$ cat src/rtl/view_ctrl_pkg.sv
// rtl/view_ctrl_pkg.sv - shared types and constants for the chess board view controller
package view_ctrl_pkg;

  typedef enum logic [2:0] {
    S_IDLE        = 3'd0,
    S_LOAD_BOARD  = 3'd1,
    S_PIECE_FETCH = 3'd2,
    S_PIECE_DRAW  = 3'd3,
    S_PIECE_NEXT  = 3'd4,
    S_SEL_DRAW    = 3'd5,
    S_SEL_WAIT    = 3'd6
  } view_state_t;

  localparam int NUM_SQUARES          = 64;
  localparam int DEFAULT_FLASH_PERIOD = 12_500_000;
  localparam int DEFAULT_MEM_LAT      = 2;

endpackage

$ cat src/rtl/view_flash_timer.sv
// rtl/view_flash_timer.sv - selection flash interval counter with clear, enable and terminal count
module view_flash_timer
  import view_ctrl_pkg::*;
#(
  parameter int FLASH_PERIOD = DEFAULT_FLASH_PERIOD
) (
  input  logic clk,
  input  logic reset,
  input  logic clear,
  input  logic enable,
  output logic tc
);

  localparam int CW = $clog2(FLASH_PERIOD);
  localparam logic [CW-1:0] TC_VAL = CW'(FLASH_PERIOD - 1);

  logic [CW-1:0] cnt;

  always_ff @(posedge clk) begin
    if (reset || clear) begin
      cnt <= '0;
    end else if (enable) begin
      cnt <= cnt + CW'(1);
    end
  end

  assign tc = enable && (cnt == TC_VAL);

endmodule

$ cat src/rtl/view_control_fsm.sv
// rtl/view_control_fsm.sv - redraw sequencer and selection-box flasher for the board view datapath
module view_control_fsm
  import view_ctrl_pkg::*;
#(
  parameter int FLASH_PERIOD = DEFAULT_FLASH_PERIOD,
  parameter int MEM_LAT      = DEFAULT_MEM_LAT
) (
  input  logic clk,
  input  logic reset,
  input  logic redraw_req,
  input  logic select_req,
  input  logic select_clr,
  input  logic board_complete,
  input  logic tile_complete,
  output logic ld_board,
  output logic enable_count28,
  output logic update_view,
  output logic select,
  output logic colour_flash,
  output logic plot,
  output logic busy,
  output logic done
);

  localparam int LW = $clog2(MEM_LAT + 1);
  localparam logic [LW-1:0] LAT_LAST = LW'(MEM_LAT - 1);
  localparam logic [5:0]    LAST_SQ  = 6'(NUM_SQUARES - 1);

  view_state_t   state, state_next;
  logic [5:0]    sq_cnt;
  logic [LW-1:0] lat_cnt;
  logic          clr_pend;
  logic          clr_eff;
  logic          flash_tc;

  // A clear seen on the completing cycle counts the same as one seen earlier in the pass.
  assign clr_eff = clr_pend || select_clr;

  view_flash_timer #(
    .FLASH_PERIOD(FLASH_PERIOD)
  ) u_flash_timer (
    .clk   (clk),
    .reset (reset),
    .clear (state != S_SEL_WAIT),
    .enable(state == S_SEL_WAIT),
    .tc    (flash_tc)
  );

  always_ff @(posedge clk) begin
    if (reset) begin
      state <= S_IDLE;
    end else begin
      state <= state_next;
    end
  end

  always_comb begin
    state_next = state;
    case (state)
      S_IDLE: begin
        if (redraw_req)      state_next = S_LOAD_BOARD;
        else if (select_req) state_next = S_SEL_DRAW;
      end
      S_LOAD_BOARD:  if (board_complete) state_next = S_PIECE_FETCH;
      S_PIECE_FETCH: if (lat_cnt == LAT_LAST) state_next = S_PIECE_DRAW;
      S_PIECE_DRAW:  if (tile_complete) state_next = S_PIECE_NEXT;
      S_PIECE_NEXT:  state_next = (sq_cnt == LAST_SQ) ? S_IDLE : S_PIECE_FETCH;
      S_SEL_DRAW: begin
        if (tile_complete) begin
          if (clr_eff && !colour_flash) state_next = S_IDLE;
          else if (clr_eff)             state_next = S_SEL_DRAW;
          else                          state_next = S_SEL_WAIT;
        end
      end
      S_SEL_WAIT: begin
        if (redraw_req)                  state_next = S_LOAD_BOARD;
        else if (select_clr || flash_tc) state_next = S_SEL_DRAW;
      end
      default: state_next = S_IDLE;
    endcase
  end

  always_ff @(posedge clk) begin
    if (reset) begin
      sq_cnt       <= '0;
      lat_cnt      <= '0;
      clr_pend     <= 1'b0;
      colour_flash <= 1'b0;
      done         <= 1'b0;
    end else begin
      done <= (state == S_PIECE_NEXT) && (sq_cnt == LAST_SQ);
      case (state)
        S_IDLE: begin
          if (redraw_req) begin
            sq_cnt <= '0;
          end else if (select_req) begin
            colour_flash <= 1'b1;
            clr_pend     <= 1'b0;
          end
        end
        S_LOAD_BOARD:  lat_cnt <= '0;
        S_PIECE_FETCH: lat_cnt <= lat_cnt + LW'(1);
        S_PIECE_NEXT: begin
          lat_cnt <= '0;
          if (sq_cnt != LAST_SQ) sq_cnt <= sq_cnt + 6'd1;
        end
        S_SEL_DRAW: begin
          if (select_clr) clr_pend <= 1'b1;
          if (tile_complete && clr_eff) colour_flash <= 1'b0;
        end
        S_SEL_WAIT: begin
          // The board reload paints over the box, so no erase pass is needed.
          if (redraw_req) begin
            colour_flash <= 1'b0;
            clr_pend     <= 1'b0;
            sq_cnt       <= '0;
          end else if (select_clr) begin
            colour_flash <= 1'b0;
            clr_pend     <= 1'b1;
          end else if (flash_tc) begin
            colour_flash <= ~colour_flash;
          end
        end
        default: ;
      endcase
    end
  end

  always_comb begin
    ld_board       = 1'b0;
    enable_count28 = 1'b0;
    update_view    = 1'b0;
    select         = 1'b0;
    plot           = 1'b0;
    busy           = (state != S_IDLE);
    case (state)
      S_LOAD_BOARD: begin
        ld_board = 1'b1;
        plot     = 1'b1;
      end
      S_PIECE_DRAW: begin
        enable_count28 = 1'b1;
        plot           = 1'b1;
      end
      S_PIECE_NEXT: update_view = (sq_cnt != LAST_SQ);
      S_SEL_DRAW: begin
        select         = 1'b1;
        enable_count28 = 1'b1;
        plot           = 1'b1;
      end
      default: ;
    endcase
  end

endmodule
$ cat config.mk
export PLATFORM = sky130hd
export DESIGN_NAME = view_control_fsm
export DESIGN_NICKNAME = d
export VERILOG_FILES = /design/src/rtl/view_ctrl_pkg.sv /design/src/rtl/view_flash_timer.sv /design/src/rtl/view_control_fsm.sv
export SDC_FILE = /design/constraint.sdc
export NUM_CORES = 1
export LEC_CHECK = 0
export ABC_AREA = 1
export BUFFER_PORTS_ARGS = -buffer_cell sky130_fd_sc_hd__buf_2
export CAP_MARGIN = 5
export CORE_UTILIZATION = 23
export CTS_CLUSTER_SIZE = 30
export DETAILED_ROUTE_END_ITERATION = 10
export GPL_TIMING_DRIVEN = 1
export MAX_ROUTING_LAYER = met4
export PLACE_DENSITY = 0.37
export SETUP_SLACK_MARGIN = 0.15
export SKIP_CTS_REPAIR_TIMING = 1
export SYNTH_ARGS = -nofsm -noshare
export SYNTH_HDL_FRONTEND = slang
export SYNTH_HIERARCHICAL = 1
export SYNTH_SLANG_ARGS = --single-unit
$ cat constraint.sdc
create_clock -name clk -period 1.9 [get_ports clk]
set_input_delay 0.38 -clock clk [delete_from_list [all_inputs] [get_ports clk]]
set_output_delay 0.38 -clock clk [all_outputs]
set_load 0.05 [all_outputs]
==> summary.md <==
| Metric | Value |
|---|---|
| Status | finished clean |
| Syn_nets | 372 |
| Top cell type's share of synthesized area | 33.4% |
| Async S/R FF share, synth | 0% |
| Largest net degree at the start of global routing | 21 |
| # clock sinks | 38 |
| CP bufs+invs | 3 |
| Register bit count reported by yosys | 38 |
| Die W | 101 um |
| Post-DP Area | 2560 um^2 |
| WP data arrival | 1.32 ns |
| RSZ-0062 raised after global routing | yes |
| Clock share of power | 21.5% |
| Max-slew headroom | 72.5% |
| Final wirelength | 6080 um |
| Placed Cells | 510 |
| Element type at the critical path start | flip-flop |
| Most common cell in the netlist | nand2_1 |
| First-pass GRT wire length | 10300 um |
| Tcrit/Tclk final | 89.6% |
| Drt first-iter violations | 60 |
| Clock Latency Late Sink | 0.29 ns |
| Core ar. | 9420 um^2 |
| Clock Skews | 0.0106 ns |
| CP cell instances | buf_4, nor2_1, inv_1, nand2_1, clkbuf_4 |
| DRT antenna net count | 0 |
| Inserted Diodes | 0 |
| MaxCap Viol Count | 0 |
| Crit Path Max Fanout | 6 |
| Worst-Margin Slew | 0.410 ns |
| Routed length per instance | 11.6 um |
| Clock root buffer | clkbuf_8 |
| Critical Path End Type | output port |
| Post-synth top cells | nand2_1, nor2_1, inv_1, dfxtp_1, a21oi_1 |
| Clock transition at path regs | 0.08 ns |
| Clk buf depth | 2 |
| CTS Buf Count | 5 |
| Initial antenna violation count | 0 |
| DRC errors left | 0 |
| Port Buf Inserts | 14 |
| Worst Hold Class | in -> reg |
| Dpl ws | 0.0865 ns |
| Total power | 2.82 mW |
| Finished Cell Area | 2800 um^2 |
| Fill count | 1075 |
| Fin nets | 403 |
| Grt ovf | 0 |
| Max VDD drop | 774 uV |
| Vias after detailed routing | 2225 |
| Layout Cells excl Fill | 523 |
| Fin util | 29.7% |
| Share of layout cells above drive strength 1 | 22.3% |
| Leak pwr | 1.12 nW |
| Area delta synth->final | 22.9% |
| Routability Congestion | 0.799 |
| Vias per cell | 4.25 |
| CP max-delay cell | dfxtp_1 |
| Final HPWL DP | 4620 um |
| Worst stage delay on the critical path | 0.33 ns |
| Comb power frac | 44.3% |
| CP Class | reg -> out |
| Mapped Cells | 362 |
| Avg Cell Area, Syn | 6.29 um^2 |
| Yosys cell types | 29 |
| Internal power | 1.58 mW |
| Sequential area share after synthesis | 33.4% |
| Max Fclk | 0.588 GHz |
| Sequential cell area | 781 um^2 |
| Pwr dens | 1010 nW/um^2 |
| Initial DRT Pass Iterations | 4 |
| Initial Util | 24.2% |
| Synth area leader | dfxtp_1 |
| Die area | 10300 um^2 |
| Sw frac | 44.1% |
| CTS HTree Levels | 2 |
| Fin crit period | 1.70 ns |
| Top Ports | 15 |
| Multi-input gate area | 1350 um^2 |
| Setup-failing EPs final | 0 |
| Hold Vio Cnt, Final | 0 |
| Total track usage | 13.5% |
| Vias in the first global route | 2114 |
| CTS tree | built |
| Top cells by area, synth | dfxtp_1, nand2_1, nor2_1 |
| Worst setup margin | 0.198 ns |
| Yosys warns | 6 |
| Die H | 101 um |
| Post-Syn Area | 2280 um^2 |
| Worst hold margin | 0.344 ns |
| Switch Pwr | 1.25 mW |
| Final Max Slew Viols | 0 |
| Sequential power share | 34.2% |
| Number of synthesized flops with an enable pin | 0 |
| Delay-heaviest family, CP | buffers and inverters |
| CP Data Required Time | 1.52 ns |
| Top FF cell, synth | dfxtp_1 |
| Std cell rows | 35 |
| Post-Route Setup TNS | 0 ns |
[placed cells by master, fill, tap and decap left out, types with 5 or more instances in the layout]
cell type,count
o21ai_0,9
nor2_1,71
nand2_1,78
nand3_1,20
buf_2,10
dfxtp_1,28
a21oi_1,30
nor2_2,7
clkbuf_8,6
inv_2,6
o21ai_1,5
inv_1,47
buf_4,15
nor2_4,5
nand3_2,6
nand2_2,6
dfxtp_2,7
nand4_1,7
[cell type report]
| type | count | share of cell area, % |
|---|---|---|
| Inverter | 53 | 7.11 |
| Tap cell | 129 | 5.77 |
| Clock buffer | 6 | 2.95 |
| Clock inverter | 2 | 0.447 |
| Multi-Input combinational cell | 266 | 48.3 |
| Timing Repair Buffer | 29 | 7.47 |
| Sequential cell | 38 | 27.9 |
[worst register-to-register path, stage by stage, from the launching register on]
cell	delay [ns]
dfxtp_4	0.38
nand2_1	0.06
nor2_2	0.14
inv_2	0.07
nor2_1	0.10
nand3_1	0.08
nor2_1	0.12
nor2_1	0.08
a21oi_2	0.15
buf_4	0.13
nand3_1	0.06
nand2_1	0.07
nor2_1	0.05
[logic make-up (layout without fill, tap and decap cells)]
logic type      count (synthesis)  count (layout)  synth area share [%]
simple gates                  213             213                  42.8
compound gates                 48              48                  10.9
xor+xnor                        2               2                 0.770
buf+inv                        58              90                  10.4
fa+ha+maj                       3               3                  1.65
flops                          38              38                  33.4
[worst paths after layout]
check,startpoint,to,slack (ns),cells past startpoint
max,state[2]$_SDFFE_PP0P_,enable_count28,0.20,5
min,reset,lat_cnt[1]$_SDFFE_PP0P_,0.34,2
max reg2reg,u_flash_timer/cnt[11]$_SDFFE_PP0P_,state[0]$_SDFFE_PP0P_,0.30,12
min reg2reg,lat_cnt[1]$_SDFFE_PP0P_,lat_cnt[1]$_SDFFE_PP0P_,0.46,2
[per-layer routing]
layer	vias up	track usage, %	routed length [um]
met5	-	-	0
met4	0	3.34	28
met3	2	2.28	200
met2	30	22.3	2960
met1	986	17.1	2890
li1	1207	-	-
[flip-flops by register name, indices dropped and copies added, names as in the netlist]
name / cells
u_flash_timer/cnt: 24
state: 3
colour_flash: 1
clr_pend: 1
done: 1
sq_cnt: 6
lat_cnt: 2
[power by group through the flow]
stage | Clock [mW] | Combinational, mW | Sequential [mW]
global route | 0.679 | 1.42 | 0.977
detailed placement | 0 | 1.15 | 0.961
finish | 0.608 | 1.25 | 0.965
CTS | 0.645 | 1.15 | 0.942
floorplan | 0 | 0.884 | 0.981
global placement | 0 | 1.16 | 0.962
No activity file was read; power rests on OpenSTA's default activity.
